### config.mk
export PLATFORM = sky130hd
export DESIGN_NAME = ahblite_rect_fill_flat
export DESIGN_NICKNAME = d
export VERILOG_FILES = /design/src/rtl/ahblite_rect_fill_if.sv /design/src/rtl/ahblite_rect_fill.sv /design/src/flat_wrapper.sv
export SDC_FILE = /design/constraint.sdc
export NUM_CORES = 1
export LEC_CHECK = 0
export ABC_AREA = 1
export CAP_MARGIN = 20
export CELL_PAD_IN_SITES_DETAIL_PLACEMENT = 1
export CELL_PAD_IN_SITES_GLOBAL_PLACEMENT = 2
export CORE_MARGIN = 3
export CORE_UTILIZATION = 42
export CTS_BUF_LIST = sky130_fd_sc_hd__clkbuf_4 sky130_fd_sc_hd__clkbuf_8 sky130_fd_sc_hd__clkbuf_16
export DETAILED_ROUTE_END_ITERATION = 10
export GPL_TIMING_DRIVEN = 0
export PLACE_DENSITY_LB_ADDON = 0.1
export SLEW_MARGIN = 20
export SYNTH_ARGS = -nofsm -noshare
export SYNTH_HDL_FRONTEND = slang
export SYNTH_SLANG_ARGS = --single-unit
### constraint.sdc
create_clock -name HCLK -period 29 [get_ports HCLK]
set_clock_uncertainty 0.15 [all_clocks]
set_input_delay 4.35 -clock HCLK [delete_from_list [all_inputs] [get_ports HCLK]]
set_output_delay 4.35 -clock HCLK [all_outputs]
set_load 0.05 [all_outputs]
### src/rtl/ahblite_rect_fill_if.sv
// AHB-Lite slave-side bus bundle for the rectangle-fill engine.
// Signal names follow the AMBA AHB-Lite naming so the decoder hookup stays obvious.
interface ahblite_rect_fill_if;
  logic        HSEL;
  logic [31:0] HADDR;
  logic [1:0]  HTRANS;
  logic        HWRITE;
  logic [2:0]  HSIZE;
  logic [31:0] HWDATA;
  logic        HREADY;
  logic [31:0] HRDATA;
  logic        HREADYOUT;
  logic        HRESP;

  modport slave (
    input  HSEL, HADDR, HTRANS, HWRITE, HSIZE, HWDATA, HREADY,
    output HRDATA, HREADYOUT, HRESP
  );

  modport master (
    output HSEL, HADDR, HTRANS, HWRITE, HSIZE, HWDATA, HREADY,
    input  HRDATA, HREADYOUT, HRESP
  );
endinterface

### src/rtl/ahblite_rect_fill.sv
// AHB-Lite slave that queues rectangle-fill commands and expands each one into
// H single-row writes of W pixels on the display controller's row-write port.
module ahblite_rect_fill #(
  parameter int FIFO_DEPTH = 4,
  parameter int ADDR_LSB_W = 5
) (
  input  logic                HCLK,
  input  logic                HRESET,
  ahblite_rect_fill_if.slave  bus,
  output logic [15:0]         X_POS,
  output logic [15:0]         Y_POS,
  output logic [23:0]         PIXEL,
  output logic [23:0]         LEN,
  output logic                ENABLE,
  input  logic                BUSY,
  output logic                IRQ
);

  localparam int PTR_W = $clog2(FIFO_DEPTH);
  localparam int CNT_W = PTR_W + 1;
  localparam int IDX_W = ADDR_LSB_W - 2;

  localparam logic [IDX_W-1:0] REG_CTRL   = IDX_W'(0);
  localparam logic [IDX_W-1:0] REG_ORG    = IDX_W'(1);
  localparam logic [IDX_W-1:0] REG_SIZE   = IDX_W'(2);
  localparam logic [IDX_W-1:0] REG_COLOR  = IDX_W'(3);
  localparam logic [IDX_W-1:0] REG_PUSH   = IDX_W'(4);
  localparam logic [IDX_W-1:0] REG_STATUS = IDX_W'(5);

  typedef struct packed {
    logic [15:0] x0;
    logic [15:0] y0;
    logic [15:0] w;
    logic [15:0] h;
    logic [23:0] color;
  } cmd_t;

  typedef enum logic [2:0] {S_IDLE, S_CHECK, S_ISSUE, S_ACK, S_DONE} state_t;

  // Bus-side state
  logic             r_dphase;
  logic             r_write;
  logic [IDX_W-1:0] r_idx;
  logic             r_ie;
  logic             r_ovf;
  logic [31:0]      r_org;
  logic [31:0]      r_size;
  logic [23:0]      r_color;

  // Command FIFO
  cmd_t             r_mem [FIFO_DEPTH];
  logic [PTR_W-1:0] r_wptr;
  logic [PTR_W-1:0] r_rptr;
  logic [CNT_W-1:0] r_count;

  // Engine
  state_t           r_state;
  state_t           w_state_nxt;
  cmd_t             r_cmd;
  logic [15:0]      r_row;
  logic             r_enable;
  logic [15:0]      r_x_pos;
  logic [15:0]      r_y_pos;
  logic [23:0]      r_pixel;
  logic [23:0]      r_len;
  logic             r_irq;

  logic             w_addr_phase;
  logic             w_wr;
  logic             w_full;
  logic             w_empty;
  logic             w_push_req;
  logic             w_push;
  logic             w_pop;
  logic             w_emit;
  logic             w_row_adv;
  logic             w_last_row;
  logic             w_active;
  logic [31:0]      w_rdata;
  cmd_t             w_new_cmd;
  logic             w_unused;

  assign w_addr_phase = bus.HSEL & bus.HTRANS[1] & bus.HREADY;
  assign w_wr         = r_dphase & r_write & bus.HREADY;
  assign w_full       = (r_count == CNT_W'(FIFO_DEPTH));
  assign w_empty      = (r_count == '0);
  assign w_push_req   = w_wr & (r_idx == REG_PUSH);
  // A pop in the same cycle frees a slot, so a push into a full queue still lands.
  assign w_push       = w_push_req & (~w_full | w_pop);
  assign w_active     = (r_state != S_IDLE);
  assign w_last_row   = ((r_row + 16'd1) == r_cmd.h);
  assign w_new_cmd    = '{x0: r_org[15:0], y0: r_org[31:16],
                          w: r_size[15:0], h: r_size[31:16], color: r_color};
  assign w_unused     = ^{bus.HSIZE, bus.HTRANS[0], bus.HADDR[31:ADDR_LSB_W], bus.HADDR[1:0]};

  // NOTE: sequential state uses non-blocking (<=) so every flop samples pre-edge values.
  always_ff @(posedge HCLK or posedge HRESET) begin
    if (HRESET) begin
      r_dphase <= 1'b0;
      r_write  <= 1'b0;
      r_idx    <= '0;
    end else if (bus.HREADY) begin
      r_dphase <= w_addr_phase;
      r_write  <= bus.HWRITE;
      r_idx    <= bus.HADDR[ADDR_LSB_W-1:2];
    end
  end

  always_ff @(posedge HCLK or posedge HRESET) begin
    if (HRESET) begin
      r_ie    <= 1'b0;
      r_ovf   <= 1'b0;
      r_org   <= '0;
      r_size  <= '0;
      r_color <= '0;
    end else begin
      if (w_push_req && !w_push) begin
        r_ovf <= 1'b1;
      end else if (w_wr && r_idx == REG_CTRL && bus.HWDATA[1]) begin
        r_ovf <= 1'b0;
      end
      if (w_wr) begin
        unique case (r_idx)
          REG_CTRL:  r_ie    <= bus.HWDATA[0];
          REG_ORG:   r_org   <= bus.HWDATA;
          REG_SIZE:  r_size  <= bus.HWDATA;
          REG_COLOR: r_color <= bus.HWDATA[23:0];
          default:   ;
        endcase
      end
    end
  end

  // NOTE: FIFO storage has no reset; the pointers and count alone define which entries are valid.
  always_ff @(posedge HCLK) begin
    if (w_push) r_mem[r_wptr] <= w_new_cmd;
  end

  always_ff @(posedge HCLK or posedge HRESET) begin
    if (HRESET) begin
      r_wptr  <= '0;
      r_rptr  <= '0;
      r_count <= '0;
    end else begin
      if (w_push) r_wptr <= r_wptr + PTR_W'(1);
      if (w_pop)  r_rptr <= r_rptr + PTR_W'(1);
      unique case ({w_push, w_pop})
        2'b10:   r_count <= r_count + CNT_W'(1);
        2'b01:   r_count <= r_count - CNT_W'(1);
        default: ;
      endcase
    end
  end

  always_ff @(posedge HCLK or posedge HRESET) begin
    if (HRESET) r_state <= S_IDLE;
    else        r_state <= w_state_nxt;
  end

  // NOTE: every always_comb output gets a default first so no latch is inferred.
  always_comb begin
    w_state_nxt = r_state;
    w_pop       = 1'b0;
    w_emit      = 1'b0;
    w_row_adv   = 1'b0;
    unique case (r_state)
      S_IDLE:  if (!w_empty) begin
                 w_pop       = 1'b1;
                 w_state_nxt = S_CHECK;
               end
      S_CHECK: w_state_nxt = (r_cmd.w == '0 || r_cmd.h == '0) ? S_IDLE : S_ISSUE;
      S_ISSUE: if (!BUSY) begin
                 w_emit      = 1'b1;
                 w_state_nxt = S_ACK;
               end
      S_ACK:   if (BUSY) w_state_nxt = S_DONE;
      S_DONE:  if (!BUSY) begin
                 w_row_adv   = 1'b1;
                 w_state_nxt = w_last_row ? S_IDLE : S_ISSUE;
               end
      default: w_state_nxt = S_IDLE;
    endcase
  end

  always_ff @(posedge HCLK or posedge HRESET) begin
    if (HRESET) begin
      r_cmd    <= '0;
      r_row    <= '0;
      r_enable <= 1'b0;
      r_x_pos  <= '0;
      r_y_pos  <= '0;
      r_pixel  <= '0;
      r_len    <= '0;
      r_irq    <= 1'b0;
    end else begin
      r_enable <= w_emit;
      r_irq    <= r_ie & w_empty & (r_state == S_IDLE);
      if (w_pop) begin
        r_cmd <= r_mem[r_rptr];
        r_row <= '0;
      end else if (w_row_adv) begin
        r_row <= r_row + 16'd1;
      end
      // Row coordinates are latched with ENABLE and held until the next row issues.
      if (w_emit) begin
        r_x_pos <= r_cmd.x0;
        r_y_pos <= r_cmd.y0 + r_row;
        r_len   <= {8'b0, r_cmd.w};
        r_pixel <= r_cmd.color;
      end
    end
  end

  always_comb begin
    w_rdata = '0;
    if (r_dphase && !r_write) begin
      unique case (r_idx)
        REG_CTRL:   w_rdata = {30'b0, r_ovf, r_ie};
        REG_ORG:    w_rdata = r_org;
        REG_SIZE:   w_rdata = r_size;
        REG_COLOR:  w_rdata = {8'b0, r_color};
        REG_STATUS: w_rdata = {21'b0, r_ovf, w_full, w_active, 8'(r_count)};
        default:    w_rdata = '0;
      endcase
    end
  end

  assign bus.HRDATA    = w_rdata;
  assign bus.HREADYOUT = 1'b1;
  assign bus.HRESP     = 1'b0;

  assign X_POS  = r_x_pos;
  assign Y_POS  = r_y_pos;
  assign PIXEL  = r_pixel;
  assign LEN    = r_len;
  assign ENABLE = r_enable;
  assign IRQ    = r_irq;

endmodule
### src/flat_wrapper.sv
// flat-port wrapper written by rule: the top's interface ports become plain ports
module ahblite_rect_fill_flat 
#(
  parameter int FIFO_DEPTH = 4,
  parameter int ADDR_LSB_W = 5
)
  (HCLK, HRESET, X_POS, Y_POS, PIXEL, LEN, ENABLE, BUSY, IRQ, bus_HSEL, bus_HADDR, bus_HTRANS, bus_HWRITE, bus_HSIZE, bus_HWDATA, bus_HREADY, bus_HRDATA, bus_HREADYOUT, bus_HRESP);
  ahblite_rect_fill_if bus_i ();
  input  logic HCLK;
  input  logic HRESET;
  output logic [15:0] X_POS;
  output logic [15:0] Y_POS;
  output logic [23:0] PIXEL;
  output logic [23:0] LEN;
  output logic ENABLE;
  input  logic BUSY;
  output logic IRQ;
  input wire logic [$bits(bus_i.HSEL)-1:0] bus_HSEL;
  input wire logic [$bits(bus_i.HADDR)-1:0] bus_HADDR;
  input wire logic [$bits(bus_i.HTRANS)-1:0] bus_HTRANS;
  input wire logic [$bits(bus_i.HWRITE)-1:0] bus_HWRITE;
  input wire logic [$bits(bus_i.HSIZE)-1:0] bus_HSIZE;
  input wire logic [$bits(bus_i.HWDATA)-1:0] bus_HWDATA;
  input wire logic [$bits(bus_i.HREADY)-1:0] bus_HREADY;
  output wire logic [$bits(bus_i.HRDATA)-1:0] bus_HRDATA;
  output wire logic [$bits(bus_i.HREADYOUT)-1:0] bus_HREADYOUT;
  output wire logic [$bits(bus_i.HRESP)-1:0] bus_HRESP;
  assign bus_i.HSEL = bus_HSEL;
  assign bus_i.HADDR = bus_HADDR;
  assign bus_i.HTRANS = bus_HTRANS;
  assign bus_i.HWRITE = bus_HWRITE;
  assign bus_i.HSIZE = bus_HSIZE;
  assign bus_i.HWDATA = bus_HWDATA;
  assign bus_i.HREADY = bus_HREADY;
  assign bus_HRDATA = bus_i.HRDATA;
  assign bus_HREADYOUT = bus_i.HREADYOUT;
  assign bus_HRESP = bus_i.HRESP;
  ahblite_rect_fill #(.FIFO_DEPTH(FIFO_DEPTH), .ADDR_LSB_W(ADDR_LSB_W)) u_core (.HCLK(HCLK), .HRESET(HRESET), .bus(bus_i), .X_POS(X_POS), .Y_POS(Y_POS), .PIXEL(PIXEL), .LEN(LEN), .ENABLE(ENABLE), .BUSY(BUSY), .IRQ(IRQ));
endmodule
[Word-level counts from Yosys, hierarchy flattened]
Memories as Yosys holds them, arrays and structs flattened. A register that Yosys moved wholly into a read port is not among the register bits.
Cells that the tools add are included.
Operators by class
  add/sub/neg operators: 6
  multiply operators: 0
  divide/modulo/power cells: 0
  magnitude comparators: 0
  equality and inequality tests: 17
  shifts and indexed selects: 0
  multiplexer cells: 21
  bitwise logic cells: 10
  reductions and logical operators: 21
Operator list (number)
  case mux 32 bit (5 select lines): 1
  zero test 16 bit: 2
  2-to-1 mux 16 bit: 2
  2-to-1 mux 32 bit: 1
  adder 16 x 1 -> 16 bit, second input constant: 1
  adder 16 bit: 1
  == test 16 bit: 1
  case mux 3 bit (5 select lines): 1
  == test 3 x 2 -> 1 bit, second input constant: 4
  == test 3 bit, second input constant: 4
  2-to-1 mux 3 bit: 4
  zero test 3 bit: 3
  2-to-1 mux 1 bit: 9
  AND 1 bit: 8
  != test 2 bit, second input constant: 4
  AND reduction 2 bit: 4
  == test 3 x 1 -> 1 bit, second input constant: 2
  case mux 3 bit (2 select lines): 1
  nonzero test 2 bit: 3
  adder 2 x 1 -> 2 bit, second input constant: 2
  logical AND 1 bit: 4
  2-to-1 mux 2 bit: 2
  AND reduction 4 bit: 1
  adder 3 x 1 -> 3 bit, second input constant: 1
  8 further kinds: 9
Storage, ports and cells
  flip-flop bits (word level): 195
  latch bits: 0
  memory bits (writable): 352
  bits in read-only memories: 0
  input port bits: 75
  output and inout bits: 116
  memories: 1
Memories
  u_core.r_mem: depth 4, bits a word 88, read ports 1, clocked after memory_dff 1, wr ports 1, line ahblite_rect_fill.sv:51  | cmd_t r_mem [FIFO_DEPTH];

[Depth between registers and ports, before layout]
Gate-level depths: netlist of run 1.
  depth after elaboration: 8
  mapped depth: 16
  mapped depth without buffers: 16

[Least setup slack after synthesis of run 1]
OpenSTA, ideal clock, no wires.
  kind: input to register
  start point: in bus_HREADY
  end point: mem u_core.r_mem[0][0] (netlist name), enable pin
  setup time: 536 ps
  data arrival time: 8712 ps
  required time: 28314 ps
  slack: 19602 ps
  stages: 5
  buffers on the path: 1
  cells stage by stage: buf_2 > nand3_1 > nor3_1 > nand2_1 > nor2_1
Between the ends
  longest elaborated chain between the ends: 5
Ends and longest elaborated chain
  start, declared: line flat_wrapper.sv:24  | input wire logic [$bits(bus_i.HREADY)-1:0] bus_HREADY;
  AND 1 bit: line ahblite_rect_fill.sv:84  | assign w_wr = r_dphase & r_write & bus.HREADY;
  AND 1 bit: line ahblite_rect_fill.sv:87  | assign w_push_req = w_wr & (r_idx == REG_PUSH);
  AND 1 bit: line ahblite_rect_fill.sv:89  | assign w_push = w_push_req & (~w_full | w_pop);
  2-to-1 mux 1 bit: line ahblite_rect_fill.sv:136  | if (w_push) r_mem[r_wptr] <= w_new_cmd;
  2-to-1 mux 1 bit (implied by the code): line ahblite_rect_fill.sv:136
  end, declared: line ahblite_rect_fill.sv:51
No other way between the ends.

[Worst setup path after layout of run 1]
  start point: reg u_core.r_idx[1]
  end point: out bus_HRDATA[31]
Between the ends
  longest elaborated chain between the ends: 3
Ends and longest elaborated chain
  start, declared: line ahblite_rect_fill.sv:43  | logic [IDX_W-1:0] r_idx;
  start signal, assigned: line ahblite_rect_fill.sv:105  | r_idx <= bus.HADDR[ADDR_LSB_W-1:2];
  == test 3 bit (tied with other cells): line ahblite_rect_fill.sv:217  | unique case (r_idx)
  case mux 32 bit (5 select lines) *: line ahblite_rect_fill.sv:217
  2-to-1 mux 32 bit *: line ahblite_rect_fill.sv:216  | if (r_dphase && !r_write) begin
  end, declared: line flat_wrapper.sv:25  | output wire logic [$bits(bus_i.HRDATA)-1:0] bus_HRDATA;
Every way passes the cells marked *; elsewhere a longest branch is shown, timed or not.

==> results.md, run 1 <==
- Outcome: complete, no violations
- Top Ports: 191
- Pwr Total: 3.23 mW
- CTS hold repair buffers: 0
- NumNets Final: 2,737
- Slew HR: 38.2%
- Die area: 64,300 um2
- DP HPWL: 59,300 um
- Clock sinks: 635
- Root buffer cell: clkbuf_16
- Hold Vio Cnt, Final: 0
- Pin slew with the least headroom to its limit: 0.926 ns
- Critical path buffers and inverters: 3
- Global-route usage over all layers: 26.1%
- TritonRoute pass-1 iters: 5
- Number of synthesized flops with an enable pin: 352
- Pleak: 12.4 nW
- Final setup fails: 0
- CP max FO: 10
- Synth Register Bits: 635
- First-pass GRT wire length: 124,000 um
- Mapped cell area: 25,800 um2
- Critical-path top delay cell: clkdlybuf4s50_1
- Die H: 254 um
- Final antenna-violating net count: 0
- Bufs on Longest Clock Path: 3
- Critical path class: reg2out
- Std cell rows: 90
- Avg Inst Size Synth: 10.8 um2
- Arrival time worst endpoint: 3.71 ns
- Layout cell share with drive strength beyond 1: 7.90%
- Clock Latency Late Sink: 0.62 ns
- Crit end category: output port
- Min Clock Period, post-route: 8.21 ns
- Max Cap Viol: 0
- GPL Wtd Cong: 0.840
- Starting Density: 42.6%
- 1st-iter DRT viols: 1,546
- Setup_tns: 0 ns
- Die Span X: 254 um
- Commonest register cell after synthesis: edfxtp_1
- Fillers: 6,487
- Worst Hold Class: reg2reg
- H-Tree Depth: 3
- Final period utilization: 28.3%
- Sequential area share after synthesis: 68.5%
- Peak supply drop: 0.0000518 V
- Clock slew at the register clock pins of the worst setup and hold paths: 0.06 ns
- Synth async-reset ratio: 44.6%
- RSZ-0062 raised after global routing: false
- Final wirelength: 82,500 um
- Postcts setup bufs: 0
- Req. time, crit path: 24.50 ns
- DRC viols: 0
- Largest net degree at the start of global routing: 102
- Pwr dens: 104 nW/um2
- F_max: 0.122 GHz
- Vias per inst: 5.47
- Crit path largest cell delay: 0.91 ns
- Core area: 60,500 um2
- Cts repair resizes: 0
- CTS tree: built
- CTS buffer count: 69
- CP dominant cell by count: nand2_1
- Port buffer count: 146
- Yosys cell types: 41
- Worst Reg-to-Reg Cells: 13
- Worst path top cell family by delay: buffers and inverters
- Initial antenna violation count: 0
- Pins Over Slew Limit: 0
- Worst-path cell chain: inv_1, nand2_1, nor2_1, clkbuf_1, nand2_1, a21oi_1, clkdlybuf4s50_1
- Cells after Synth: 2,393
- Crit path depth: 7
- GRT Residual Overflow: 0
- Area grow syn2layout: 20.6%
- Vias in the first global route: 20,124
- Worst setup SP type: register
- Yosys warns: 0
- Total vias in the final route: 19,046
- WHS Path Cells: 2
- Routed WL per cell: 23.7 um
-- metrics by stage --
step	hold slack [ns]	setup WS, ns	instances	area (um2)	util [%]
after floorplan	0.326	16.69	2401	25800	-
after global placement	0.315	12.46	3329	28200	46.7
after detailed placement	0.321	21.46	3350	28800	47.6
after CTS	0.336	20.78	3478	31100	51.4
after global routing	0.367	20.60	3478	31100	51.4
final	0.328	20.79	3479	31100	51.4
-- final timing paths --
check | start | end | slack [ns]
min in group asynchronous | HRESET | u_core.ENABLE$_DFF_PP0_ | 4.09
setup / recovery | u_core.r_idx[1]$_DFFE_PP0P_ | bus_HRDATA[31] | 20.79
max in group asynchronous | HRESET | u_core.r_size[4]$_DFFE_PP0P_ | 23.55
hold / removal | u_core.PIXEL[19]$_DFFE_PP0P_ | u_core.PIXEL[19]$_DFFE_PP0P_ | 0.33
hold reg to reg | u_core.PIXEL[19]$_DFFE_PP0P_ | u_core.PIXEL[19]$_DFFE_PP0P_ | 0.33
setup reg to reg | u_core.r_state[2]$_DFFE_PP0P_ | u_core.r_count[2]$_DFFE_PP0P_ | 25.15
-- power breakdown --
part           internal (mW)  switching, mW  total, mW  leakage, nW
registers               1.13          0.125       1.25         6.85
clock network          0.526          0.359      0.884         1.17
logic                  0.317          0.780       1.10         4.40
-- cell families after synthesis --
logic type,count (synthesis),share of synthesized area (%)
AND/OR/NAND/NOR,815,12.6
flip-flops,635,68.5
AO/OA/AOI/OAI,570,11.8
buffers and inverters,325,5.04
adder cells (fa/ha/maj),23,1.18
XOR/XNOR,22,0.802
other,2,0.0292
multiplexers,1,0.0437
-- cell type report --
type	count	area (um2)	area share (%)
flip-flops and latches	635	17700	56.8
multi-input cells	1441	6880	22.1
clock buffers	108	2130	6.85
repair buffers	167	1960	6.30
well taps	782	978	3.15
inverters	193	732	2.36
plain buffers	132	573	1.84
clock inverters	20	176	0.568
diodes	1	2.50	0.00805
-- synth_stat cells (7+ instances only) --
library cell	instances	share of area, %
a21oi_1	27	0.52
a31oi_1	18	0.44
buf_2	32	0.62
buf_4	10	0.29
clkbuf_1	86	1.3
dfrtp_1	283	27
edfxtp_1	352	41
ha_1	21	1.0
inv_1	191	2.8
nand2_1	447	6.5
nand3_1	58	1.1
nand4_1	7	0.17
nor2_1	271	3.9
nor3_1	8	0.16
nor4_1	8	0.19
o21ai_0	421	8.2
o22ai_1	81	2.0
xnor2_1	7	0.24
xor2_1	14	0.48
-- per-layer routing --
layer	part of all wire (%)	global-route usage, %	vias to the layer above
met3	4.3	3.52	129
li1	-	-	8623
met1	43	34.5	9788
met5	0	0	-
met4	2.6	7.78	0
met2	50	45.0	506
-- cells in the final DEF, fill, tap and decap left out, types with 7 or more instances in the layout --
| cell | synthesis | routed |
|---|---|---|
| nand2_1 | 447 | 447 |
| o21ai_0 | 421 | 421 |
| edfxtp_1 | 352 | 352 |
| dfrtp_1 | 283 | 283 |
| nor2_1 | 271 | 266 |
| inv_1 | 191 | 190 |
| clkdlybuf4s50_1 | 0 | 146 |
| clkbuf_1 | 86 | 86 |
| o22ai_1 | 81 | 81 |
| clkbuf_16 | 0 | 73 |
| nand3_1 | 58 | 58 |
| buf_2 | 32 | 32 |
| clkbuf_4 | 0 | 29 |
| a21oi_1 | 27 | 27 |
| ha_1 | 21 | 21 |
| a31oi_1 | 18 | 18 |
| xor2_1 | 14 | 14 |
| buf_12 | 0 | 11 |
| buf_4 | 10 | 10 |
| conb_1 | 2 | 10 |
| buf_16 | 0 | 10 |
| nor4_1 | 8 | 8 |
| clkinv_2 | 0 | 8 |
| nor3_1 | 8 | 7 |
| nor2_4 | 3 | 7 |
| xnor2_1 | 7 | 7 |
| nand4_1 | 7 | 7 |
-- sequential cells by signal (all words and copies together) (netlist names), 16 cells and up --
| register | count |
|---|---|
| u_core.r_row | 16 |
| u_core.r_mem | 352 |
| u_core.r_size | 32 |
| u_core.r_color | 24 |
| u_core.PIXEL | 24 |
| u_core.X_POS | 16 |
| u_core.Y_POS | 16 |
| u_core.r_cmd | 88 |
| u_core.LEN | 16 |
| u_core.r_org | 32 |
-- worst min-delay path: stages (launching register included) --
cell and delay (ns):
dfrtp_1 0.34, nand2_1 0.05, o21ai_0 0.06
(Power assumes the default switching activity.)
==> run 2, diff against run 1 <==
Settings changed: CORE_UTILIZATION 42 to 39.
Clock period 29 ns to 7.7 ns, I/O delays scaled along.
==> run 2 against run 1 <==
  * Worst hold slack got worse by 0.0025 ns
  * Via count is 0.72% lower
  * Highest routed layer unchanged
  * Setup slack got worse by 18 ns
  * Utilization fell by 2.9 points
  * Sequential power grew to 3.8 times the previous value
  * Combinational power grew to 3.8 times the previous value
  * Clock power grew to 4.1 times the previous value
==> results.md, run 2 (synthesis results as in run 1) <==
- Outcome: complete, no violations (unchanged)
- Critical path class: reg2out (unchanged)
- Vias per inst: 5.31 (was 5.47)
- RSZ-0062 raised after global routing: false (unchanged)
- CP max FO: 10 (unchanged)
- Min Clock Period, post-route: 5.19 ns
- Critical path buffers and inverters: 3 (unchanged)
- GPL Wtd Cong: 0.810 (was 0.840)
- Clock sinks: 635 (unchanged)
- Largest Register: u_core.r_mem (unchanged)
- CP startpoint: u_core.r_idx[1]$_DFFE_PP0P_ (unchanged)
- Pwr Total: 12.5 mW (was 3.23 mW)
- Pin slew with the least headroom to its limit: 0.973 ns (was 0.926 ns)
- Root buffer cell: clkbuf_16 (unchanged)
- NumNets Final: 2,748 (was 2,737)
- Pleak: 12.6 nW (was 12.4 nW)
- Worst path top cell family by delay: buffers and inverters (unchanged)
- Top flop regs: u_core.r_mem: 352 flops, u_core.r_cmd: 88 flops (unchanged)
- TritonRoute pass-1 iters: 5 (unchanged)
- DRC viols: 0 (unchanged)
- Port buffer count: 146 (unchanged)
- Initial antenna violation count: 2 (was 0)
- Starting Density: 39.7% (was 42.6%)
- Commonest non-fill, non-tap cells in the layout: nand2_1 (447), o21ai_0 (421), edfxtp_1 (352) (unchanged)
- Arrival time worst endpoint: 3.89 ns (was 3.71 ns)
- Final hold slack: 0.326 ns (was 0.328 ns)
- Area grow syn2layout: 22.3% (was 20.6%)
- H-Tree Depth: 3 (unchanged)
- Max Cap Viol: 0 (unchanged)
- CTS hold repair buffers: 0 (unchanged)
- Std cell rows: 93 (was 90)
- Worst Hold Class: reg2reg (unchanged)
- Bufs on Longest Clock Path: 3 (unchanged)
- Vias in the first global route: 20,339 (was 20,124)
- Post-layout util: 48.5% (was 51.4%)
- Layout cell share with drive strength beyond 1: 8.12% (was 7.90%)
- Peak supply drop: 0.000180 V (was 0.0000518 V)
- Routed WL per cell: 23.7 um (about the same)
- F_max: 0.193 GHz
- Die Span X: 263 um (was 254 um)
- First-pass GRT wire length: 128,000 um (was 124,000 um)
- GRT Residual Overflow: 0 (unchanged)
- Critical R2R Launch: u_core.r_state[2]$_DFFE_PP0P_ (unchanged)
- Global-route usage over all layers: 24.5% (was 26.1%)
- Pins Over Slew Limit: 0 (unchanged)
- Diodes inserted: 0 (was 1)
- Die area: 69,200 um2 (was 64,300 um2)
- Core area: 64,900 um2 (was 60,500 um2)
- Placed cell areas: 29,000 um2 (was 28,800 um2)
- CTS tree: built (unchanged)
- Crit end category: output port (unchanged)
- Slew HR: 35.1% (was 38.2%)
- Critical-path top delay cell: clkdlybuf4s50_1 (unchanged)
- Final antenna-violating net count: 0 (unchanged)
- Post-route cell area: 31,500 um2 (was 31,100 um2)
- Pwr dens: 396 nW/um2 (was 104 nW/um2)
- 1st-iter DRT viols: 1,576 (was 1,546)
- Final period utilization: 67.4%
- Crit path largest cell delay: 0.92 ns (was 0.91 ns)
- Total vias in the final route: 18,908 (was 19,046)
- Worst-path cell chain: inv_1, nand2_1, nor2_1, clkbuf_1, nand2_1, a21oi_1, clkdlybuf4s50_1 (unchanged)
- Final setup fails: 0 (unchanged)
- Die H: 263 um (was 254 um)
- Largest net degree at the start of global routing: 35 (was 102)
- DP HPWL: 61,600 um (was 59,300 um)
- CTS buffer count: 72 (was 69)
- Postcts setup bufs: 0 (unchanged)
- Final wirelength: 84,500 um (was 82,500 um)
- Clock slew at the register clock pins of the worst setup and hold paths: 0.06 ns (about the same)
- Worst hold path startpoint: u_core.Y_POS[0]$_DFFE_PP0P_ (was u_core.PIXEL[19]$_DFFE_PP0P_)
- Worst setup SP type: register (unchanged)
- Top Ports: 191 (unchanged)
- Commonest non-fill, non-tap cell in the layout: nand2_1 (unchanged)
- CP dominant cell by count: nand2_1 (unchanged)
- Cts repair resizes: 0 (unchanged)
- Req. time, crit path: 6.39 ns (was 24.50 ns)
- Hold Vio Cnt, Final: 0 (unchanged)
- Max FFs per register: 352 (unchanged)
- Clock Latency Late Sink: 0.61 ns (was 0.62 ns)
-- run 2: changes by cell type in the layout (fill, tap and decap cells not counted), sizes merged --
| cell | previous run | this run |
|---|---|---|
| inv | 193 | 194 |
| bufinv | 2 | 9 |
| buf | 67 | 75 |
| clkinvlp | 1 | 4 |
| clkbuf | 194 | 184 |
| clkinv | 17 | 21 |
| diode | 1 | 0 |
-- run 2: worst paths after layout --
| check | end | slack (ns) | depth (start not counted) |
|---|---|---|---|
| hold / removal | u_core.Y_POS[0]$_DFFE_PP0P_ | 0.33 | 2 |
| setup reg to reg | u_core.r_count[2]$_DFFE_PP0P_ | 3.82 | 13 |
| min in group asynchronous | u_core.ENABLE$_DFF_PP0_ | 0.76 | 2 |
| setup / recovery | bus_HRDATA[31] | 2.51 | 7 |
| max in group asynchronous | u_core.r_cmd[3]$_DFFE_PP0P_ | 5.18 | 7 |
| hold reg to reg | u_core.Y_POS[0]$_DFFE_PP0P_ | 0.33 | 2 |
-- run 2: layout make-up --
class / count / area [um2]
inverter: 193 / 728
timing repair buffer: 175 / 2120
fill: 7042 / 33400
multi-input combinational: 1441 / 6880
clock inverter: 35 / 405
tap: 855 / 1070
clock buffer: 98 / 2080
buffer: 132 / 573
sequential: 635 / 17700
-- run 2: report_power, final --
part / internal [mW] / leakage (nW) / switching [mW]
clock network: 2.20 / 1.24 / 1.39
registers: 4.25 / 6.85 / 0.476
logic: 1.20 / 4.46 / 2.96
total: 7.65 / 12.6 / 4.83
-- run 2: routing by layer --
layer  routed length, um  vias to the layer above  global-route usage [%]
li1                    -                     8652                       -
met4                2480                        0                    8.02
met3                3550                      120                    2.78
met2               41300                      470                    41.4
met5                   0                        -                       0
met1               37200                     9666                    33.0
-- run 2: metrics by stage --
| stage | setup TNS, ns | worst slack [ns] | cells |
|---|---|---|---|
| floorplan | 0 | 1.50 | 2401 |
| global placement | -789.33 | -2.36 | 3402 |
| detailed placement | 0 | 3.17 | 3431 |
| CTS | 0 | 2.48 | 3564 |
| global route | 0 | 2.33 | 3564 |
| finish | 0 | 2.51 | 3564 |
-- run 2: worst min-delay path, delay by kind of cell, from the launching register on --
kind	cells	cell delay, ns
simple gates	2	0.09
flops	1	0.35
==> patch 1 (config.mk and constraints of run 1) <==
`FIFO_DEPTH` is set to 4 in 2 places; all go to 8.
--- a/src/rtl/ahblite_rect_fill.sv
+++ b/src/rtl/ahblite_rect_fill.sv
@@ -2,5 +2,5 @@
 // H single-row writes of W pixels on the display controller's row-write port.
 module ahblite_rect_fill #(
-  parameter int FIFO_DEPTH = 4,
+  parameter int FIFO_DEPTH = 8,
   parameter int ADDR_LSB_W = 5
 ) (
--- a/src/flat_wrapper.sv
+++ b/src/flat_wrapper.sv
@@ -2,5 +2,5 @@
 module ahblite_rect_fill_flat 
 #(
-  parameter int FIFO_DEPTH = 4,
+  parameter int FIFO_DEPTH = 8,
   parameter int ADDR_LSB_W = 5
 )
Check against the original RTL: same outputs for any inputs over 4 cycles, from zero or initial values and one cycle with HRESET high; that may be too few to reach the edited logic, so the function may still have changed.
==> patch 1 against run 1 <==
Synthesized cell count increased by 37%. Area after synthesis increased by 53%. Combinational power increased by 46%. Cell count increased by 43%. Largest cell class unchanged. Design area increased by 52%. Sequential cell count increased by 355. Highest routed layer is now met5. Total power increased by 53%. Wire length increased by 74%. Worst setup slack got worse by 0.60 ns.
==> patch 1: results (changes against run 1) <==
Status
  • Status: complete, no violations

Final layout
  • Non-CTS inverters: 189 (-2.1%)
  • Num sequential: 990 (+56%)
  • Clock network share of area: 7.95% (+0.53 points)
  • Sequential share of cell area: 59.8% (+3.0 points)
  • Syn-to-layout area delta: 19.8%
  • # fillers: 9618 (+48%)
  • Area of the multi-input gates: 9680 um2 (+41%)
  • Antenna cell count: 0 (-1)
  • Fin nets: 3735 (+36%)
  • Multi-In Gates: 1899 (+32%)
  • Share of post-route cells with drive strength above 1: 10.3% (+2.4 points)
  • Regs by FF count: u_core.r_mem (704), u_core.r_cmd (88)
  • Non-CTS buffers: 449 (+50%)

GRT
  • Met3 Resource Use GR: 4.38% (+0.86 points)
  • Initial antenna violation count: 5 (+5)
  • Met2 usage: 47.5% (+2.5 points)
  • Met1 GRT Util: 40.1% (+5.6 points)
  • Number of global-route vias before repair: 30500 (+52%)
  • Total track usage: 29.1% (+3.0 points)

Drt
  • Initial DRC count: 2892 (+87%)
  • Met3 Wirelength: 10.5 mm (+200%)
  • Via/cell ratio: 5.83 (+6.5%)
  • Met1 WL: 60.3 mm (+70%)

Power and ir drop
  • Leakage power: 0.0176 uW (+42%)
  • Worst vdd ir: 0.0000631 V (+22%)
  • Sequential cell power: 1890 uW (+51%)

Worst hold path
  • Hold path endpoint: u_core.Y_POS[0]
  • Hold_sp: u_core.Y_POS[0]

Yosys
  • Synth Area in Compound Gates: 12.8% (+1.0 points)
  • Post-synth EDFFs: 704 (+100%)
  • Post-Synth Adder-Cell Area: 0.767% (-0.41 points)
  • Asr flop ratio synth: 28.9% (-16 points)
  • Most common library cells after synthesis: edfxtp_1, o21ai_0, nand2_1, nor2_1, dfrtp_1
  • Sequential element share of the synthesized area: 71.7% (+3.1 points)

Placement
  • Hpwl dp: 102 mm (+72%)
  • GPL Wtd Cong: 0.864 (+2.8%)

Clock tree
  • Clock Latency Late Sink: 0.69 ns (+0.07 ns)
  • CTS buffer count: 108 (+57%)

Setup path
  • Critical Path Max Stage Delay: 0.89 ns (-0.02 ns)
  • R2r worst-path depth: 17 (+4)
  • Worst reg-to-reg setup slack: 24.88 ns (-0.27 ns)

Die
  • Core region area: 92500 um2 (+53%)
## patch 1: cell count changes in the layout (fill, tap and decap cells not counted), sizes merged, moves of 80 or more
cell,run 1,this run
nor2,278,401
buf,67,147
edfxtp,352,704
clkbuf,194,303
o21ai,427,606
o221ai,0,157
## patch 1: through the flow
stage / total power, uW / cells / setup WS [ns]
6_report: 4940 / 4975 / 20.18
5_1_grt: 5160 / 4975 / 20.06
4_1_cts: 4950 / 4974 / 20.28
3_5_place_dp: 3500 / 4769 / 20.87
3_3_place_gp: 3430 / 4675 / 9.69
2_1_floorplan: 2750 / 3286 / 16.61
## patch 1: worst max path at each step
stage	from	endpoint	slack, ns	cells past startpoint
global route	u_core.r_write	bus_HRDATA[25]	20.06	5
floorplan	HRESET	u_core.ENABLE	16.61	1
detailed placement	bus_HREADY	u_core.r_mem[4][87]	20.87	11
global placement	bus_HREADY	u_core.r_mem[4][87]	9.69	6
finish	u_core.r_write	bus_HRDATA[25]	20.18	5
CTS	u_core.r_write	bus_HRDATA[25]	20.28	5
==> patch 2 (settings of run 1) <==
Without the edit above. Encoding of `state_t`: now one-hot (5 bits for 5 states).
--- a/src/rtl/ahblite_rect_fill.sv
+++ b/src/rtl/ahblite_rect_fill.sv
@@ -36,5 +36,5 @@
   } cmd_t;
 
-  typedef enum logic [2:0] {S_IDLE, S_CHECK, S_ISSUE, S_ACK, S_DONE} state_t;
+  typedef enum logic [4:0] {S_IDLE = 5'b00001, S_CHECK = 5'b00010, S_ISSUE = 5'b00100, S_ACK = 5'b01000, S_DONE = 5'b10000} state_t;
 
   // Bus-side state
Function: same outputs for any inputs over 4 cycles, from zero or initial values and one cycle with HRESET high; so few cycles prove little.
==> patch 2 against run 1 <==
Total power is 2.9% higher. Worst setup slack worse by 0.16 ns. Sequential cell count is 2 higher. Critical path depth is 2 lower. Design area is 1.3% higher. Wire length is 0.49% lower. Area after synthesis is 0.67% higher. Largest cell class unchanged.
==> patch 2: results (changes against run 1) <==
Placement
  • GPL Wtd Cong: 0.857 (+2.1%)
  • Placement Setup Slack: 21.23 ns (-0.232 ns)
  • Area after DPL: 29000 um2 (+0.77%)
  • Hpwl dp: 59.0 mm (-0.55%)

Final layout
  • Fin nets: 2779 (+1.5%)
  • # fillers: 6459 (-0.43%)
  • Share of post-route cells with drive strength above 1: 8.39% (+0.49 points)

Yosys
  • Mapped Cells: 2431 (+1.6%)
  • Mux contribution to synthesized area: 0.174% (+0.13 points)
  • Asr flop ratio synth: 44.7% (+0.17 points)
  • Synth unique cells: 44 (+7.3%)
  • Sequential element share of the synthesized area: 68.3% (-0.26 points)
  • Post-Synth Adder-Cell Area: 1.17% (-0.0078 points)
  • Top cells by area, synth: edfxtp_1, dfrtp_1, nand2_1
  • Most common library cells after synthesis: nand2_1, o21ai_0, edfxtp_1, nor2_1, dfrtp_1

Status
  • Status: complete, no violations

Setup path
  • R2r worst-path depth: 11 (-2)
  • Critical Path Max Stage Delay: 0.89 ns (-0.02 ns)
  • Critical R2R Launch: u_core.r_state[3]
  • Worst reg-to-reg setup slack: 25.25 ns (+0.10 ns)

GRT
  • Largest net degree at the start of global routing: 87 (-15%)
  • Total track usage: 25.6% (-0.44 points)
  • Number of global-route vias before repair: 20100 (-0.33%)

Drt
  • Drt total wl: 82.1 mm (-0.49%)
  • Via count: 19100 (+0.25%)
  • Initial DRC count: 1530 (-1.0%)

Power and ir drop
  • Worst vdd ir: 0.0000648 V (+25%)
  • Internal power: 2050 uW (+3.9%)

Worst hold path
  • Hold path endpoint: u_core.Y_POS[0]

STA
  • Hold WS: 0.317 ns (-0.0119 ns)
## patch 2: cell types whose count changed after synthesis, sizes merged, moves of 6 or more
cell	delta
nor2	+80
o22ai	-23
inv	-32
nand2	+39
o21ai	-56
buf	+6
a31oi	+24
clkbuf	-6
## patch 2: area by class of cell
cell class	count	area, um2	area share [%]
timing repair buffer	169	2010	6.37
tap	782	978	3.11
sequential	637	17700	56.2
inverter	161	612	1.94
antenna	1	2.50	0.00795
multi-input combinational	1509	7100	22.5
clock buffer	108	2190	6.96
clock inverter	24	305	0.970
buffer	132	591	1.88
## patch 2: power groups by stage
stage	clock [uW]	combinational [uW]	sequential, uW
finish	951	1110	1270
global route	1000	1220	1290
CTS	969	1120	1270
detailed placement	0	1110	1280
global placement	0	1080	1280
floorplan	0	528	1400
## patch 2: how the worst max path moves through the flow
stage,from,slack (ns),cells after the start,to
3_5_place_dp,u_core.r_write,21.23,5,bus_HRDATA[30]
5_1_grt,u_core.r_write,20.51,5,bus_HRDATA[30]
6_report,u_core.r_write,20.63,5,bus_HRDATA[30]
4_1_cts,u_core.r_write,20.55,5,bus_HRDATA[30]
3_3_place_gp,HRESET,12.03,2,u_core.PIXEL[7]
2_1_floorplan,HRESET,16.64,1,u_core.ENABLE
## patch 2: routing by layer
layer / routed length [um] / GRT usage [%] / up-vias
met3: 4110 / 3.47 / 117
met1: 36600 / 35.5 / 9748
met5: 0 / 0 / -
li1: - / - / 8737
met2: 39900 / 43.5 / 491
met4: 1480 / 5.34 / 0
## patch 2: tightest hold or removal path: stages (launching register included)
cell and delay [ns]:
dfrtp_1 0.34, nand2_1 0.05, nand2_1 0.04
